==> src/rtl/fetch_unit.sv <==
`default_nettype none
// ---------------------------------------------------------------------------
// fetch_unit : opcode/operand fetch stage with wait-state memory handshake
// Revision   : 1.0
// ---------------------------------------------------------------------------
module fetch_unit #(
  parameter int                ADDR_W   = 16,
  parameter logic [ADDR_W-1:0] RESET_PC = '0
) (
  input  logic              CLK,
  input  logic              FULL_RESET,
  output logic [ADDR_W-1:0] MEM_ADDR,
  output logic              MEM_RD,
  input  logic [7:0]        MEM_DIN,
  input  logic              MEM_READY,
  input  logic              EXEC_DONE,
  input  logic              JMP_TAKE,
  output logic [7:0]        IR,
  output logic [ADDR_W-1:0] OPERAND,
  output logic              INSTR_VALID,
  output logic              STEP_INC,
  output logic              STEP_CLEAR,
  output logic [ADDR_W-1:0] PC
);

  localparam logic [ADDR_W-1:0] PC_STEP = ADDR_W'(1);

  typedef enum logic [1:0] {
    F_OP  = 2'd0,
    F_LO  = 2'd1,
    F_HI  = 2'd2,
    ISSUE = 2'd3
  } state_t;

  state_t            state_q, state_d;
  logic [ADDR_W-1:0] pc_q, pc_d;
  logic [ADDR_W-1:0] operand_q, operand_d;
  logic [7:0]        ir_q, ir_d;
  logic              mem_rd_q, mem_rd_d;
  logic              valid_q, valid_d;
  logic              inc_q, inc_d;
  logic              clr_q, clr_d;
  logic              rd_ack;

  function automatic logic has_operand(input logic [7:0] opcode);
    case (opcode)
      8'h01, 8'h02, 8'h05, 8'h06, 8'h07: return 1'b1;
      default:                           return 1'b0;
    endcase
  endfunction

  // The cycle right after reset has no read outstanding, so a READY there is ignored.
  assign rd_ack = mem_rd_q & MEM_READY;

  always_comb begin
    state_d   = state_q;
    pc_d      = pc_q;
    ir_d      = ir_q;
    operand_d = operand_q;
    clr_d     = 1'b0;
    case (state_q)
      F_OP: begin
        if (rd_ack) begin
          ir_d      = MEM_DIN;
          operand_d = '0;
          pc_d      = pc_q + PC_STEP;
          state_d   = has_operand(MEM_DIN) ? F_LO : ISSUE;
        end
      end
      F_LO: begin
        if (rd_ack) begin
          operand_d[7:0] = MEM_DIN;
          pc_d           = pc_q + PC_STEP;
          state_d        = F_HI;
        end
      end
      F_HI: begin
        if (rd_ack) begin
          operand_d[ADDR_W-1:8] = (ADDR_W-8)'(MEM_DIN);
          pc_d                  = pc_q + PC_STEP;
          state_d               = ISSUE;
        end
      end
      ISSUE: begin
        if (EXEC_DONE) begin
          clr_d   = 1'b1;
          state_d = F_OP;
          if (JMP_TAKE) pc_d = operand_q;
        end
      end
      default: state_d = F_OP;
    endcase
    mem_rd_d = (state_d != ISSUE);
    valid_d  = (state_d == ISSUE);
    inc_d    = valid_d;
  end

  always_ff @(posedge CLK) begin
    if (FULL_RESET) begin
      state_q   <= F_OP;
      pc_q      <= RESET_PC;
      ir_q      <= 8'h00;
      operand_q <= '0;
      mem_rd_q  <= 1'b0;
      valid_q   <= 1'b0;
      inc_q     <= 1'b0;
      clr_q     <= 1'b1;
    end else begin
      state_q   <= state_d;
      pc_q      <= pc_d;
      ir_q      <= ir_d;
      operand_q <= operand_d;
      mem_rd_q  <= mem_rd_d;
      valid_q   <= valid_d;
      inc_q     <= inc_d;
      clr_q     <= clr_d;
    end
  end

  assign MEM_ADDR    = pc_q;
  assign MEM_RD      = mem_rd_q;
  assign IR          = ir_q;
  assign OPERAND     = operand_q;
  assign INSTR_VALID = valid_q;
  assign STEP_INC    = inc_q;
  assign STEP_CLEAR  = clr_q;
  assign PC          = pc_q;

endmodule
`default_nettype wire

==> config.mk <==
export PLATFORM = sky130hd
export DESIGN_NAME = fetch_unit
export DESIGN_NICKNAME = d
export VERILOG_FILES = /design/src/rtl/fetch_unit.sv
export SDC_FILE = /design/constraint.sdc
export NUM_CORES = 1
export LEC_CHECK = 0
export BUFFER_PORTS_ARGS = -buffer_cell sky130_fd_sc_hd__buf_2
export CAP_MARGIN = 20
export CORE_MARGIN = 2
export CORE_UTILIZATION = 40
export DETAILED_ROUTE_END_ITERATION = 8
export GPL_TIMING_DRIVEN = 1
export PLACE_DENSITY = 0.74
export SYNTH_ARGS = -nofsm -noshare
export SYNTH_HDL_FRONTEND = slang
export SYNTH_SLANG_ARGS = --single-unit
==> constraint.sdc <==
create_clock -name CLK -period 1.7 [get_ports CLK]
set_clock_uncertainty 0.1 [all_clocks]
set_input_delay 0.425 -clock CLK [delete_from_list [all_inputs] [get_ports CLK]]
set_output_delay 0.425 -clock CLK [all_outputs]
set_load 0.05 [all_outputs]
==> impl_summary.log <==
[metrics] clock insertion delay at the later pin of the skew report: 300 ps
[metrics] startpoint of the most critical setup path: MEM_ADDR[0]
[metrics] die width: 78.9 um
[metrics] Clock Power Share: 30.3%
[metrics] starting utilization of the core area: 41.0%
[metrics] fraction of final layout cells sized beyond drive strength 1: 37.1%
[metrics] tightest hold margin: 291 ps
[metrics] post-synthesis net count: 307
[metrics] total congestion overflow after global routing: 0
[metrics] top_reg_cell synth: sky130_fd_sc_hd__dfxtp_1
[metrics] number of buffers inserted for hold repair after clock tree synthesis: 0
[metrics] setup repair after global routing missed its margin: false
[metrics] Sequential Area: 940 sq um
[metrics] number of non-filler instances in the completed layout: 436
[metrics] largest net degree at the start of global routing: 29
[metrics] max-slew violation count: 0
[metrics] leak pwr: 1.20 nW
[metrics] cell row count: 27
[metrics] number of distinct library cell variants in the gate-level netlist after synthesis: 42
[metrics] Seq cells post-synth: 45
[metrics] internal power consumption: 1.48 mW
[metrics] number of cells produced by synthesis: 293
[metrics] DR vias: 2,434
[metrics] Final Net Count: 377
[metrics] number of DRC markers after the initial detailed-route iteration: 264
[metrics] number of setup violations in the final report: 0
[metrics] worst hold-check path type: primary input to register
[metrics] Avg Inst Size Synth: 7.65 sq um
[metrics] Final WS setup: 33.9 ps
[metrics] sequential share of power: 51.0%
[metrics] Post-Place Worst Slack: -39.2 ps
[metrics] Setup crit start kind: register
[metrics] slowest stage cell on the critical path: sky130_fd_sc_hd__dfxtp_4
[metrics] Crit. End Element: register
[metrics] detailed-route wire length: 6.44 mm
[metrics] status: finished clean
[metrics] number of enable flip-flop cells after synthesis: 0
[metrics] global-route wire length before repair: 10.5 mm
[metrics] total core area: 0.00547 sq mm
[metrics] setup slack of the most critical reg-to-reg path: 30 ps
[metrics] transition at the pin with the smallest max-transition slack: 338 ps
[metrics] r2r endpoint: MEM_ADDR[10]
[metrics] mean routed wirelength per cell: 14.8 um
[metrics] number of vias per cell: 5.58
[metrics] initial antenna violation count: 0
[metrics] core occupancy in the finished layout: 52.6%
[metrics] number of nets still failing antenna checks after routing: 0
[metrics] cell count of the worst reg-to-reg path: 5
[metrics] arrival time at the worst endpoint: 1760 ps
[metrics] maximum fanout along the worst path: 7
[metrics] endpoint required time on the critical path: 1800 ps
[metrics] type of the worst setup path: register to register
[metrics] commonest non-fill, non-tap cells in the layout: sky130_fd_sc_hd__buf_2, sky130_fd_sc_hd__nand2_1, sky130_fd_sc_hd__a21oi_1
[metrics] overall fraction of global-route tracks in use: 21.3%
[metrics] area of the multi-input gates: 0.00117 sq mm
[metrics] clock tree from TritonCTS: done
[metrics] clock slew at reported path FFs: 80 ps
[metrics] count of filler cells inserted in the layout: 543
[metrics] pwr/cell area: 750 mW/mm^2
[metrics] largest stage delay on the critical path: 400 ps
[metrics] first-pass iteration count of the detailed router: 5
[metrics] endpoints failing hold: 0
[metrics] critical path, cell by cell: ha_4 -> nand3_2 -> nor4_4 -> nand4_1 -> a32o_1
[metrics] H-tree levels: 2
[metrics] fraction of registers with async set/reset: 0%
[metrics] share of synthesized area occupied by flip-flops and latches: 40.2%
[metrics] area enclosed by the die boundary: 0.00622 sq mm
[metrics] Num CTS Buffers: 5
[metrics] number of maximum-capacitance violations: 0
[metrics] worst relative slew slack: 77.3%
[metrics] min Tclk post-route: 1670 ps
[metrics] top-level port count: 73
[metrics] vias in the first global route: 2,179
[metrics] Combinational Power Share: 18.7%
[metrics] worst voltage drop across the vdd grid: 416 uV
[metrics] most common cell after layout, fill and taps aside: sky130_fd_sc_hd__buf_2
[metrics] placer's final routability congestion estimate: 0.840
[metrics] maximum operating frequency: 600 MHz
[metrics] reg-to-reg startpoint: MEM_ADDR[0]
[metrics] Setup crit end: MEM_ADDR[10]
[metrics] switching fraction of total power: 31.5%
[metrics] sw power: 0.680 mW
[metrics] number of antenna diodes: 0
[metrics] number of synthesis warnings: 0
[metrics] maximum count of clock buffers along a single path: 2
[metrics] total stage count of the critical path: 5
[metrics] Buffers on Ports: 72
[metrics] dominant delay contributor by cell family on the critical path: simple AND/OR/NAND/NOR gates
[metrics] Sink Count: 45
[metrics] synthesis-to-finish area growth: 28.5%
[metrics] cell total after placement: 426
[metrics] DRC violation count after routing: 0
[metrics] post-DP HPWL: 4.66 mm
[metrics] vertical die dimension: 78.9 um
[metrics] buffer and inverter count on the worst path: 0
[metrics] combined area of all synthesized cells: 0.00224 sq mm
[metrics] Root Buffer Master: sky130_fd_sc_hd__clkbuf_8
[metrics] period utilization: 98.0%
[flip-flops by register name, indices dropped and copies added (netlist names)]
register and cells:
STEP_CLEAR 1, OPERAND 16, IR 8, MEM_ADDR 16, STEP_INC 1, state_q 2
MEM_RD 1
[power groups by stage]
stage / Sequential [mW] / Clock [mW] / Combinational [mW]
after CTS: 1.10 / 0.680 / 0.399
after detailed placement: 1.13 / 0 / 0.398
after global placement: 1.12 / 0 / 0.394
final: 1.10 / 0.653 / 0.404
after floorplan: 1.22 / 0 / 0.184
after global routing: 1.11 / 0.716 / 0.436
[cell type report]
cell class	count	area share, %
sequential	45	32.6
timing repair buffer	98	19.7
clock inverter	3	0.565
inverter	6	0.782
clock buffer	5	2.39
tap	72	3.13
multi-input combinational	207	40.8
[Yosys cell counts (2+ instances only)]
master | instances | share of area (%)
sky130_fd_sc_hd__nor3b_1 | 2 | 0.67
sky130_fd_sc_hd__a32o_1 | 2 | 0.89
sky130_fd_sc_hd__inv_1 | 6 | 1.0
sky130_fd_sc_hd__or3_1 | 5 | 1.4
sky130_fd_sc_hd__buf_2 | 5 | 1.1
sky130_fd_sc_hd__o22ai_1 | 2 | 0.56
sky130_fd_sc_hd__nand3_1 | 27 | 6.0
sky130_fd_sc_hd__nor3_1 | 6 | 1.3
sky130_fd_sc_hd__and2_1 | 7 | 2.0
sky130_fd_sc_hd__and3_1 | 5 | 1.4
sky130_fd_sc_hd__buf_4 | 17 | 5.7
sky130_fd_sc_hd__o21ai_0 | 10 | 2.2
sky130_fd_sc_hd__or2_2 | 2 | 0.56
sky130_fd_sc_hd__a22o_1 | 2 | 0.78
sky130_fd_sc_hd__a31oi_1 | 3 | 0.84
sky130_fd_sc_hd__o31ai_1 | 3 | 1.0
sky130_fd_sc_hd__nor4_1 | 4 | 1.1
sky130_fd_sc_hd__nand2_1 | 53 | 8.9
sky130_fd_sc_hd__dfxtp_1 | 45 | 40
sky130_fd_sc_hd__nand3b_1 | 2 | 0.67
sky130_fd_sc_hd__a21oi_1 | 37 | 8.3
sky130_fd_sc_hd__nor2_1 | 7 | 1.2
sky130_fd_sc_hd__nand4_1 | 6 | 1.7
sky130_fd_sc_hd__clkbuf_1 | 13 | 2.2
sky130_fd_sc_hd__o211ai_1 | 5 | 1.7
[repair_timing]
item                       CTS  global route
pin swaps                    0             2
resized for setup            2            10
cloned                       0             0
setup endpoints to repair    1            11
setup buffers                0             2
[worst reg2reg max path, cell delays in order, from the launching register on]
cell	delay [ps]
sky130_fd_sc_hd__dfxtp_4	400
sky130_fd_sc_hd__ha_4	160
sky130_fd_sc_hd__nand3_2	110
sky130_fd_sc_hd__nor4_4	400
sky130_fd_sc_hd__nand4_1	140
sky130_fd_sc_hd__a32o_1	250
[worst min path at each step]
stage          startpoint    endpoint  slack [ps]  cells after the start
2_1_floorplan   EXEC_DONE  STEP_CLEAR         450                      2
3_3_place_gp        IR[1]       IR[1]         340                      2
6_report       MEM_DIN[6]       IR[6]         290                      3
5_1_grt        MEM_DIN[6]       IR[6]         300                      3
4_1_cts        MEM_DIN[6]       IR[6]         280                      3
3_5_place_dp        IR[6]       IR[6]         350                      2
[layer usage]
layer  track usage [%]  wire [um]  up-vias
li1                  -          -     1167
met5                 0          0        -
met1              28.3       2680     1144
met3              3.07        464       16
met2              34.4       3150      107
met4              9.31        148        0
[per-stage QoR]
step	total power [mW]	area, sq um	TNS [ps]
final	2.16	2880	0
after global routing	2.26	2880	0
after CTS	2.18	2820	0
after detailed placement	1.52	2720	-86.0
after global placement	1.52	2720	-13.7
after floorplan	1.40	2280	0
[cells by family (layout without fill, tap and decap cells)]
kind of cell | Yosys count | after routing | share of synthesized area (%)
flip-flops | 45 | 45 | 40.2
buffers and inverters | 41 | 112 | 9.99
AO/OA/AOI/OAI | 72 | 72 | 19.2
adder cells (fa/ha/maj) | 1 | 1 | 0.558
multiplexers | 1 | 1 | 0.502
AND/OR/NAND/NOR | 133 | 133 | 29.6
Power figures use the tool's default switching activity.
